[config.mk]
export PLATFORM = sky130hd
export DESIGN_NAME = button_status_capture
export DESIGN_NICKNAME = d
export VERILOG_FILES = /design/src/rtl/btn_status_pkg.sv /design/src/rtl/btn_debounce.sv /design/src/rtl/button_status_capture.sv
export SDC_FILE = /design/constraint.sdc
export NUM_CORES = 1
export LEC_CHECK = 0
export CORE_UTILIZATION = 29
export CTS_BUF_LIST = sky130_fd_sc_hd__clkbuf_4 sky130_fd_sc_hd__clkbuf_8
export DETAILED_ROUTE_END_ITERATION = 16
export GPL_TIMING_DRIVEN = 0
export PLACE_DENSITY_LB_ADDON = 0.12
export SLEW_MARGIN = 0
export SYNTH_ARGS = -nofsm -noshare
export SYNTH_HDL_FRONTEND = slang
export SYNTH_SLANG_ARGS = --single-unit
[constraint.sdc]
create_clock -name okClk -period 1.93 [get_ports okClk]
set_input_delay 0.193 -clock okClk [delete_from_list [all_inputs] [get_ports okClk]]
set_output_delay 0.193 -clock okClk [all_outputs]
set_load 0.01 [all_outputs]
[src/rtl/btn_status_pkg.sv]
// rtl/btn_status_pkg.sv - shared bit positions for the button status WireIn/WireOut words
package btn_status_pkg;

    // ctrl word (from WireIn)
    localparam int SNAP_BIT   = 0;
    localparam int CLR_BIT    = 1;
    localparam int MASK_LSB   = 8;

    // status_out word (to WireOut)
    localparam int DB_LSB     = 0;
    localparam int STICKY_LSB = 4;
    localparam int SAT_LSB    = 16;
    localparam int SEQ_LSB    = 24;
    localparam int SEQ_W      = 8;

endpackage

[src/rtl/btn_debounce.sv]
// rtl/btn_debounce.sv - per-button 2-flop synchronizer and stability-counter debouncer
module btn_debounce #(
    parameter int DEBOUNCE_CYCLES = 50000,
    parameter bit BTN_ACTIVE_LOW  = 1'b1
) (
    input  logic clk_i,      // okClk
    input  logic reset_i,    // synchronous, active-high
    input  logic btn_raw_i,  // asynchronous button pin
    output logic db_o        // debounced level, 1 = pressed
);

    // Raw pin level of a released button; the synchronizer resets to it so
    // no phantom press is seen after reset.
    localparam logic        REL_LEVEL = BTN_ACTIVE_LOW;
    localparam logic [15:0] CNT_LAST  = 16'(DEBOUNCE_CYCLES - 1);

    logic        sync1_q;
    logic        sync2_q;
    logic        pressed;
    logic        db_q;
    logic [15:0] cnt_q;

    always_ff @(posedge clk_i) begin
        if (reset_i) begin
            sync1_q <= REL_LEVEL;
            sync2_q <= REL_LEVEL;
        end else begin
            sync1_q <= btn_raw_i;
            sync2_q <= sync1_q;
        end
    end

    assign pressed = sync2_q ^ BTN_ACTIVE_LOW;

    // Any return to the accepted level restarts the count, so only a change
    // held for DEBOUNCE_CYCLES consecutive cycles is accepted.
    always_ff @(posedge clk_i) begin
        if (reset_i) begin
            db_q  <= 1'b0;
            cnt_q <= '0;
        end else if (pressed == db_q) begin
            cnt_q <= '0;
        end else if (cnt_q == CNT_LAST) begin
            db_q  <= pressed;
            cnt_q <= '0;
        end else begin
            cnt_q <= cnt_q + 16'd1;
        end
    end

    assign db_o = db_q;

endmodule

[src/rtl/button_status_capture.sv]
// rtl/button_status_capture.sv - debounced button press counters with host snapshot/clear over WireIn/WireOut
module button_status_capture
    import btn_status_pkg::*;
#(
    parameter int NBTN            = 4,
    parameter int CNT_W           = 8,
    parameter int DEBOUNCE_CYCLES = 50000,
    parameter bit BTN_ACTIVE_LOW  = 1'b1
) (
    input  logic            okClk,       // host interface clock
    input  logic            reset,       // synchronous, active-high
    input  logic [NBTN-1:0] btn_in,      // raw button pins
    input  logic [31:0]     ctrl,        // snap_req, clear_req, clear_mask
    output logic [31:0]     status_out,  // live status word
    output logic [31:0]     count_out,   // counter snapshot
    output logic [NBTN-1:0] btn_db       // debounced pressed level
);

    if (NBTN * CNT_W != 32) begin : g_bad_width
        $error("button_status_capture: NBTN*CNT_W must equal 32");
    end
    if (NBTN > 4) begin : g_bad_nbtn
        $error("button_status_capture: status_out fields hold at most 4 buttons");
    end
    if (DEBOUNCE_CYCLES < 1 || DEBOUNCE_CYCLES > 65535) begin : g_bad_debounce
        $error("button_status_capture: DEBOUNCE_CYCLES must be 1..65535");
    end

    localparam logic [CNT_W-1:0] CNT_MAX = {CNT_W{1'b1}};

    logic [NBTN-1:0]             db;
    logic [NBTN-1:0]             db_prev_q;
    logic [NBTN-1:0]             press;
    logic [1:0]                  ctrl_q;
    logic                        snap_edge;
    logic                        clr_edge;
    logic [NBTN-1:0]             clr_hit;
    logic [NBTN-1:0][CNT_W-1:0]  cnt_q, cnt_d;
    logic [NBTN-1:0]             sticky_q, sticky_d;
    logic [NBTN-1:0]             sat_q, sat_d;
    logic [SEQ_W-1:0]            seq_q;
    logic [31:0]                 count_q;
    logic [31:0]                 status_q, status_d;
    logic                        ctrl_unused;

    assign ctrl_unused = ^{ctrl[31:MASK_LSB+NBTN], ctrl[MASK_LSB-1:CLR_BIT+1]};

    for (genvar i = 0; i < NBTN; i++) begin : g_btn
        btn_debounce #(
            .DEBOUNCE_CYCLES (DEBOUNCE_CYCLES),
            .BTN_ACTIVE_LOW  (BTN_ACTIVE_LOW)
        ) u_debounce (
            .clk_i     (okClk),
            .reset_i   (reset),
            .btn_raw_i (btn_in[i]),
            .db_o      (db[i])
        );
    end

    assign press     = db & ~db_prev_q;
    assign snap_edge = ctrl[SNAP_BIT] & ~ctrl_q[0];
    assign clr_edge  = ctrl[CLR_BIT]  & ~ctrl_q[1];
    assign clr_hit   = clr_edge ? ctrl[MASK_LSB +: NBTN] : '0;

    // Clear is applied first, then a press on the same cycle lands on top of
    // it, so a press coinciding with a clear still counts as one.
    always_comb begin
        cnt_d    = cnt_q;
        sticky_d = sticky_q;
        sat_d    = sat_q;
        for (int i = 0; i < NBTN; i++) begin
            if (clr_hit[i]) begin
                cnt_d[i]    = '0;
                sticky_d[i] = 1'b0;
                sat_d[i]    = 1'b0;
            end
            if (press[i]) begin
                sticky_d[i] = 1'b1;
                if (clr_hit[i]) begin
                    cnt_d[i] = CNT_W'(1);
                end else if (cnt_q[i] == CNT_MAX) begin
                    sat_d[i] = 1'b1;
                end else begin
                    cnt_d[i] = cnt_q[i] + 1'b1;
                end
            end
        end
    end

    always_comb begin
        status_d                       = '0;
        status_d[DB_LSB     +: NBTN]   = db;
        status_d[STICKY_LSB +: NBTN]   = sticky_q;
        status_d[SAT_LSB    +: NBTN]   = sat_q;
        status_d[SEQ_LSB    +: SEQ_W]  = seq_q;
    end

    // ctrl_q follows ctrl even in reset so a bit held high across reset
    // release does not look like a fresh host request.
    always_ff @(posedge okClk) begin
        ctrl_q <= ctrl[1:0];
        if (reset) begin
            db_prev_q <= '0;
            cnt_q     <= '0;
            sticky_q  <= '0;
            sat_q     <= '0;
            seq_q     <= '0;
            count_q   <= '0;
            status_q  <= '0;
        end else begin
            db_prev_q <= db;
            cnt_q     <= cnt_d;
            sticky_q  <= sticky_d;
            sat_q     <= sat_d;
            status_q  <= status_d;
            // Snapshot takes the pre-clear counter values.
            if (snap_edge) begin
                count_q <= cnt_q;
                seq_q   <= seq_q + 1'b1;
            end
        end
    end

    assign status_out = status_q;
    assign count_out  = count_q;
    assign btn_db     = db;

endmodule

==> run metrics, run 1 <==
placed cell count 1,232; total of flip-flops plus latches after synthesis 178; Routed Antenna Nets 0; number of distinct library cells after synthesis 50; most common cell after layout, fill and taps aside sky130_fd_sc_hd__dfxtp_1; DRC marker count from the first detailed-route iteration 227; data arrival at the endpoint of the critical path 2.22 ns; number of I/O pins 106; post-CTS setup buffer count 0; Starting Density between 20 and 30%; crit-path cells or4_1 -> or4_4 -> nand2_4 -> buf_6 -> nor2_1; worst hold margin approximately 0.24 ns; drt drc 0; Buf/Inv on CP 1; DR WL/cell between 10 and 15 microns; classification of the worst setup path reg2reg; fill cell count 2,586; number of antenna violations at the first check in global routing 0; Max-cap violations 0; Max IR drop VDD 0.313 mV; Hold Path Class in2reg; clock transition at the register clock pins on the worst setup and hold paths after CTS 0.09 ns; PortBufs 66; period utilization 96.7%; number of enable-type register cells in the synthesized netlist 0; Num CTS Buffers 17; largest net degree at the start of global routing 18; detail-routed via count per cell between 4 and 5; leakage component of the power 2.93 nW; cell area power density between 700 and 800 mW/mm^2; final-report hold violation count 0; Synthesis Warnings 0; number of failing setup endpoints in the final timing report 0; worst r2r path cells 5; Die Width 160 microns; overall power consumption 6.53 mW; Max H-tree Level 4; Diodes inserted 0; post-synthesis cell count a little over 800; kind of capture point of the worst setup path flop; fraction of registers with async set or reset after synthesis 0%; final setup TNS 0 ns; summed instance area of the synthesized netlist 0.00726 sq mm; Req. time, crit path 2.28 ns; result of the run finished clean; worst-path fanout max 10; transition time at the pin with the least slew margin 0.699 ns; insertion delay of the later-clocked pin in the worst-skew pair 0.46 ns; Max-slew headroom about 53%; achievable frequency around 0.54 GHz; number of standard cells in the final layout excluding fillers 1,261; drt pass-1 iters 4; Worst Clk Skew between 0.01 and 0.015 ns; Synth Area per Inst 8.74 sq um; unrepaired setup endpoints after global routing yes; CTS tree built; total number of vias 5,770; slowest CP cell sky130_fd_sc_hd__or4_4; DP HPWL 12.0 mm; Hold Path Cell Cnt 1; dominant register cell in the synthesized netlist sky130_fd_sc_hd__dfxtp_1; aggregate global-route resource usage 13.7%; maximum buffer depth of the clock tree 2; Crit path depth 5; CTS Root Buffer Type sky130_fd_sc_hd__clkbuf_8; core region area between 0.02 and 0.025 sq mm; Die Area 0.0257 sq mm; delay-heaviest family, CP simple AND/OR/NAND/NOR gates; area delta synth->final 21.5%; Cell Rows 57; sequential element share of the synthesized area 49.1%; worst stage delay on the critical path 0.57 ns; sort of element at the start of the critical path flop; Post-layout nets 971; Chip Height 160 microns; Final Max Tran Viols 0; clock period minus worst slack 1.87 ns; Sinks on Clock Net 178; first-pass GRT wire length around 28 mm; final estimated routing congestion in global placement 0.765; final core area utilization 36.1%; share of cells above drive strength 1 8.11%; Detailed Route WL 16.9 mm; vias in the first global route 5,478; gr ovfl total 0; highest-count cells in the layout ignoring fill and taps sky130_fd_sc_hd__dfxtp_1, sky130_fd_sc_hd__nand2_1, sky130_fd_sc_hd__nor2_1
cell families (layout without fill, tap and decap cells):
kind of cell,count (synthesis),in the layout,share of synthesized area (%)
compound gates,95,95,7.79
xor+xnor,69,69,8.32
fa+ha+maj,9,9,1.55
buf+inv,62,157,4.08
flops,178,178,49.1
mux,9,9,1.24
other cells,1,12,0.0516
simple gates,408,408,27.9
what timing repair did:
item	CTS	global route
hold buffers	0	0
resized for setup	8	12
setup endpoints to repair	40	73
pin swaps	0	1
synth_stat cells (10+ instances only):
| library cell | instances | area (sq um) |
|---|---|---|
| sky130_fd_sc_hd__nor2b_1 | 26 | 163 |
| sky130_fd_sc_hd__xor2_1 | 26 | 228 |
| sky130_fd_sc_hd__a21oi_1 | 54 | 270 |
| sky130_fd_sc_hd__nor4_1 | 15 | 93.8 |
| sky130_fd_sc_hd__and3_1 | 15 | 93.8 |
| sky130_fd_sc_hd__buf_4 | 17 | 128 |
| sky130_fd_sc_hd__nand2_1 | 109 | 409 |
| sky130_fd_sc_hd__and4_1 | 10 | 87.6 |
| sky130_fd_sc_hd__xnor2_1 | 43 | 377 |
| sky130_fd_sc_hd__clkbuf_1 | 24 | 90.1 |
| sky130_fd_sc_hd__o21ai_0 | 10 | 50.1 |
| sky130_fd_sc_hd__nor3_1 | 20 | 100 |
| sky130_fd_sc_hd__nand4_1 | 35 | 219 |
| sky130_fd_sc_hd__nor2_1 | 106 | 398 |
| sky130_fd_sc_hd__inv_1 | 16 | 60.1 |
| sky130_fd_sc_hd__nand3_1 | 31 | 155 |
| sky130_fd_sc_hd__dfxtp_1 | 178 | 3560 |
sequential cells by signal, indices dropped and copies added (netlist names):
register                  count
ctrl_q                        2
count_out                    32
g_btn.u_debounce.db_o         4
g_btn.u_debounce.sync1_q      4
status_out                   17
seq_q                         8
sat_q                         4
sticky_q                      4
db_prev_q                     3
g_btn.u_debounce.cnt_q       64
cnt_q                        32
g_btn.u_debounce.sync2_q      4
worst paths after layout:
check / start / end / slack [ns]
max reg2reg: g_btn[1].u_debounce.cnt_q[11]$_SDFF_PP0_ / g_btn[1].u_debounce.cnt_q[6]$_SDFF_PP0_ / 0.06
min reg2reg: g_btn[3].u_debounce.sync1_q$_SDFF_PP1_ / g_btn[3].u_debounce.sync2_q$_SDFF_PP1_ / 0.42
max: g_btn[1].u_debounce.cnt_q[11]$_SDFF_PP0_ / g_btn[1].u_debounce.cnt_q[6]$_SDFF_PP0_ / 0.06
min: ctrl[0] / ctrl_q[0]$_DFF_P_ / 0.24
metal layers:
| layer | global-route usage [%] | up-vias | wire length [microns] |
|---|---|---|---|
| met4 | 4.55 | 0 | 206 |
| li1 | - | 3014 | - |
| met1 | 18.5 | 2665 | 8670 |
| met5 | 0 | - | 0 |
| met3 | 2.60 | 14 | 487 |
| met2 | 21.7 | 77 | 7500 |
area by class of cell:
class	count	area, sq um	share of cell area, %
clock inverter	15	175	1.99
tap	324	405	4.60
multi-input combinational	602	3480	39.5
inverter	16	60.1	0.681
timing repair buffer	66	661	7.49
sequential	178	3570	40.4
clock buffer	17	234	2.65
buffer	43	234	2.65
per-stage QoR:
stage | worst slack, ns | instance area, sq um
global placement | -0.324 | 8370
CTS | 0.00202 | 8800
floorplan | 0.139 | 7300
finish | 0.0633 | 8820
detailed placement | -0.330 | 8370
global route | -0.00419 | 8820
where the power goes:
part	internal, mW	switching [mW]	leakage (nW)
combinational	0.0657	0.132	1.29
clock	1.19	1.45	0.198
sequential	3.69	0.0111	1.44
worst register-to-register path: cells and delay by family, from the launching register on:
| family | cells | cell delay (ns) |
|---|---|---|
| buffers and inverters | 1 | 0.15 |
| flip-flops | 1 | 0.35 |
| AND/OR/NAND/NOR | 4 | 1.27 |
Note: power is estimated with default switching activity, not from simulation.
==> inputs of run 2 (changes only) <==
- CORE_UTILIZATION: 29 -> 35
- MAX_ROUTING_LAYER: unset -> met4
==> run 2 against run 1 <==
  * Worst hold slack worse by 0.0031 ns
  * First-iteration DRC count down 22%
  * Register-to-register slack about the same
  * Setup slack better by 0.0076 ns
  * Sequential power about the same
  * Wire length down 7.6%
  * Largest cell class unchanged
==> run metrics, run 2 (same netlist as run 1, synthesis figures left out) <==
aggregate global-route resource usage 16.0% (+2.3 points); worst hold margin 0.239 ns (-0.00312 ns); part of the power in the clock network 41.4% (+1.0 points); drt drc 0 (unchanged); final-report hold violation count 0 (unchanged); met3 WL 539 microns (+11%); Max IR drop VDD 0.445 mV (+42%); number of I/O pins 106 (unchanged); Max-cap violations 0 (unchanged); Sinks on Clock Net 178 (unchanged); final cell area excluding filler cells 0.00876 sq mm (-0.69%); result of the run finished clean; clock period minus worst slack 1.86 ns (-0.00763 ns); classification of the worst setup path reg2reg; final core area utilization 43.2% (+7.1 points); Chip Height 146 microns (-8.9%); worst-path fanout max 10 (unchanged); detailed-routing wirelength on met1 7.90 mm (-8.9%); DP HPWL 11.2 mm (-6.5%); PortBufs 66 (unchanged); Die Area 0.0213 sq mm (-17%); Final Max Tran Viols 0 (unchanged); Num CTS Buffers 17 (unchanged); kind of capture point of the worst setup path flop; first-pass GRT wire length 26.9 mm (-4.5%); Cell Rows 52 (-8.8%); Req. time, crit path 2.27 ns (about the same); fill cell count 2,105 (-19%); Starting Density 35.8% (+6.1 points); leakage component of the power 2.95 nW (+0.79%); cell area power density 757 mW/mm^2 (+2.2%); Sequential Power Share 55.7% (-0.9 points); DR WL/cell 12.9 microns (-3.4%); largest register by flop count g_btn.u_debounce.cnt_q; core region area 0.0203 sq mm (-17%); maximum buffer depth of the clock tree 2 (unchanged); gr ovfl total 0 (unchanged); crit-path cells or4_1 -> or4_4 -> nand2_4 -> buf_6 -> nor2_1; sort of element at the start of the critical path flop; highest metal used met4; slowest CP cell sky130_fd_sc_hd__or4_4; Routed Antenna Nets 0 (unchanged); flip-flop count of the largest register after layout 64 (unchanged); area delta synth->final 20.7%; Worst Clk Skew 0.0153 ns (+0.000455 ns); total number of vias 5,737 (-0.57%); highest-count cells in the layout ignoring fill and taps sky130_fd_sc_hd__dfxtp_1, sky130_fd_sc_hd__nand2_1, sky130_fd_sc_hd__nor2_1; unrepaired setup endpoints after global routing no; drt pass-1 iters 5 (+1); data arrival at the endpoint of the critical path 2.20 ns (-0.02 ns); CTS Root Buffer Type sky130_fd_sc_hd__clkbuf_8; overall power consumption 6.63 mW (+1.5%); Post-Place Setup Slack -0.341 ns (-0.0112 ns); clock transition at the register clock pins on the worst setup and hold paths after CTS 0.09 ns (about the same); routed length on met2 7.00 mm (-6.6%); final estimated routing congestion in global placement 0.799 (+4.4%); total internal power 5.17 mW (+4.7%); Max H-tree Level 4 (unchanged); insertion delay of the later-clocked pin in the worst-skew pair 0.45 ns (about the same); worst stage delay on the critical path 0.57 ns (about the same); Die Width 146 microns (-8.9%); share of cells above drive strength 1 7.68% (-0.43 points); Hold Path Class in2reg; area after detailed placement 0.00830 sq mm (-0.81%); combinational share of power 2.9% (about the same); Max-slew headroom 59.1% (+5.7 points); net switching power of the design 1.46 mW (-8.3%); Sw Share 22.0% (-2.3 points); Diodes inserted 0 (unchanged); DRC marker count from the first detailed-route iteration 176 (-22%); transition time at the pin with the least slew margin 0.613 ns (-0.0858 ns); Hold-fix buffers, CTS 0 (unchanged); detail-routed via count per cell 4.75 (+3.9%); period utilization 96.3% (-0.40 points); post-CTS setup buffer count 0 (unchanged); largest net degree at the start of global routing 17 (-1); most common cell after layout, fill and taps aside sky130_fd_sc_hd__dfxtp_1; Setup WS post-layout 0.0709 ns (+0.00763 ns); vias in the first global route 5,432 (-0.84%); achievable frequency 0.538 GHz (+0.41%); Detailed Route WL 15.6 mm (-7.6%); number of failing setup endpoints in the final timing report 0 (unchanged); number of antenna violations at the first check in global routing 0 (unchanged); CTS tree built; Post-layout nets 972 (+0.10%)
-- run 2: cell types whose count changed in the layout (fill, tap and decap cells not counted), moves of 2 or more --
cell	previous run	this run
sky130_fd_sc_hd__dfxtp_1	174	176
sky130_fd_sc_hd__clkinv_4	4	2
sky130_fd_sc_hd__clkinv_2	0	3
sky130_fd_sc_hd__clkbuf_2	1	3
sky130_fd_sc_hd__bufinv_16	2	4
sky130_fd_sc_hd__inv_6	4	2
sky130_fd_sc_hd__dfxtp_2	4	2
sky130_fd_sc_hd__ha_1	7	9
sky130_fd_sc_hd__inv_8	2	0
sky130_fd_sc_hd__ha_2	2	0
-- run 2: metrics by stage --
stage | std cells | TNS [ns]
after global routing | 1207 | 0
after CTS | 1208 | 0
after detailed placement | 1178 | -13.97
after global placement | 1178 | -14.29
after floorplan | 842 | 0
final | 1207 | 0
-- run 2: path summary, 6_finish.rpt --
path | depth (start not counted) | endpoint | slack, ns | startpoint
setup reg to reg | 5 | g_btn[1].u_debounce.cnt_q[7]$_SDFF_PP0_ | 0.07 | g_btn[1].u_debounce.cnt_q[11]$_SDFF_PP0_
hold / removal | 1 | ctrl_q[0]$_DFF_P_ | 0.24 | ctrl[0]
hold reg to reg | 1 | g_btn[0].u_debounce.sync2_q$_SDFF_PP1_ | 0.42 | g_btn[0].u_debounce.sync1_q$_SDFF_PP1_
setup / recovery | 5 | g_btn[1].u_debounce.cnt_q[7]$_SDFF_PP0_ | 0.07 | g_btn[1].u_debounce.cnt_q[11]$_SDFF_PP0_
-- run 2: area by class of cell --
class,instances,area [sq um],share of cell area [%]
clock inverter,13,185,2.11
buffer,44,236,2.70
tap,270,338,3.86
timing repair buffer,66,661,7.54
clock buffer,18,241,2.76
inverter,16,60.1,0.686
multi-input combinational,602,3470,39.6
sequential,178,3570,40.7
-- run 2: per-layer routing --
metal / up-vias / track usage (%)
met3: 13 / 3.47
met2: 77 / 25.1
li1: 3016 / -
met4: 0 / 4.22
met5: - / -
met1: 2631 / 20.8
-- run 2: power by group through the flow --
| stage | logic (mW) | clock network [mW] | registers (mW) |
|---|---|---|---|
| after floorplan | 0.120 | 0 | 3.78 |
| after global placement | 0.196 | 0 | 3.78 |
| after detailed placement | 0.195 | 0 | 3.78 |
| after CTS | 0.197 | 2.84 | 3.70 |
| after global routing | 0.216 | 3.00 | 3.70 |
| final | 0.192 | 2.74 | 3.70 |
-- run 2: repair_timing --
item	CTS	global route
pin swaps	0	0
resized for setup	6	11
endpoints found under the setup margin	30	65
-- run 2: worst max-delay path, delay by kind of cell, from the launching register on --
| family | cells | cell delay (ns) |
|---|---|---|
| and+or+nand+nor | 4 | 1.26 |
| DFF | 1 | 0.35 |
| buffers and inverters | 1 | 0.15 |
==> inputs of run 3 (changes only) <==
- GPL_ROUTABILITY_DRIVEN: unset -> 0
==> results of run 3 <==
Final layout, timing and power as in run 2 (identical DEF).
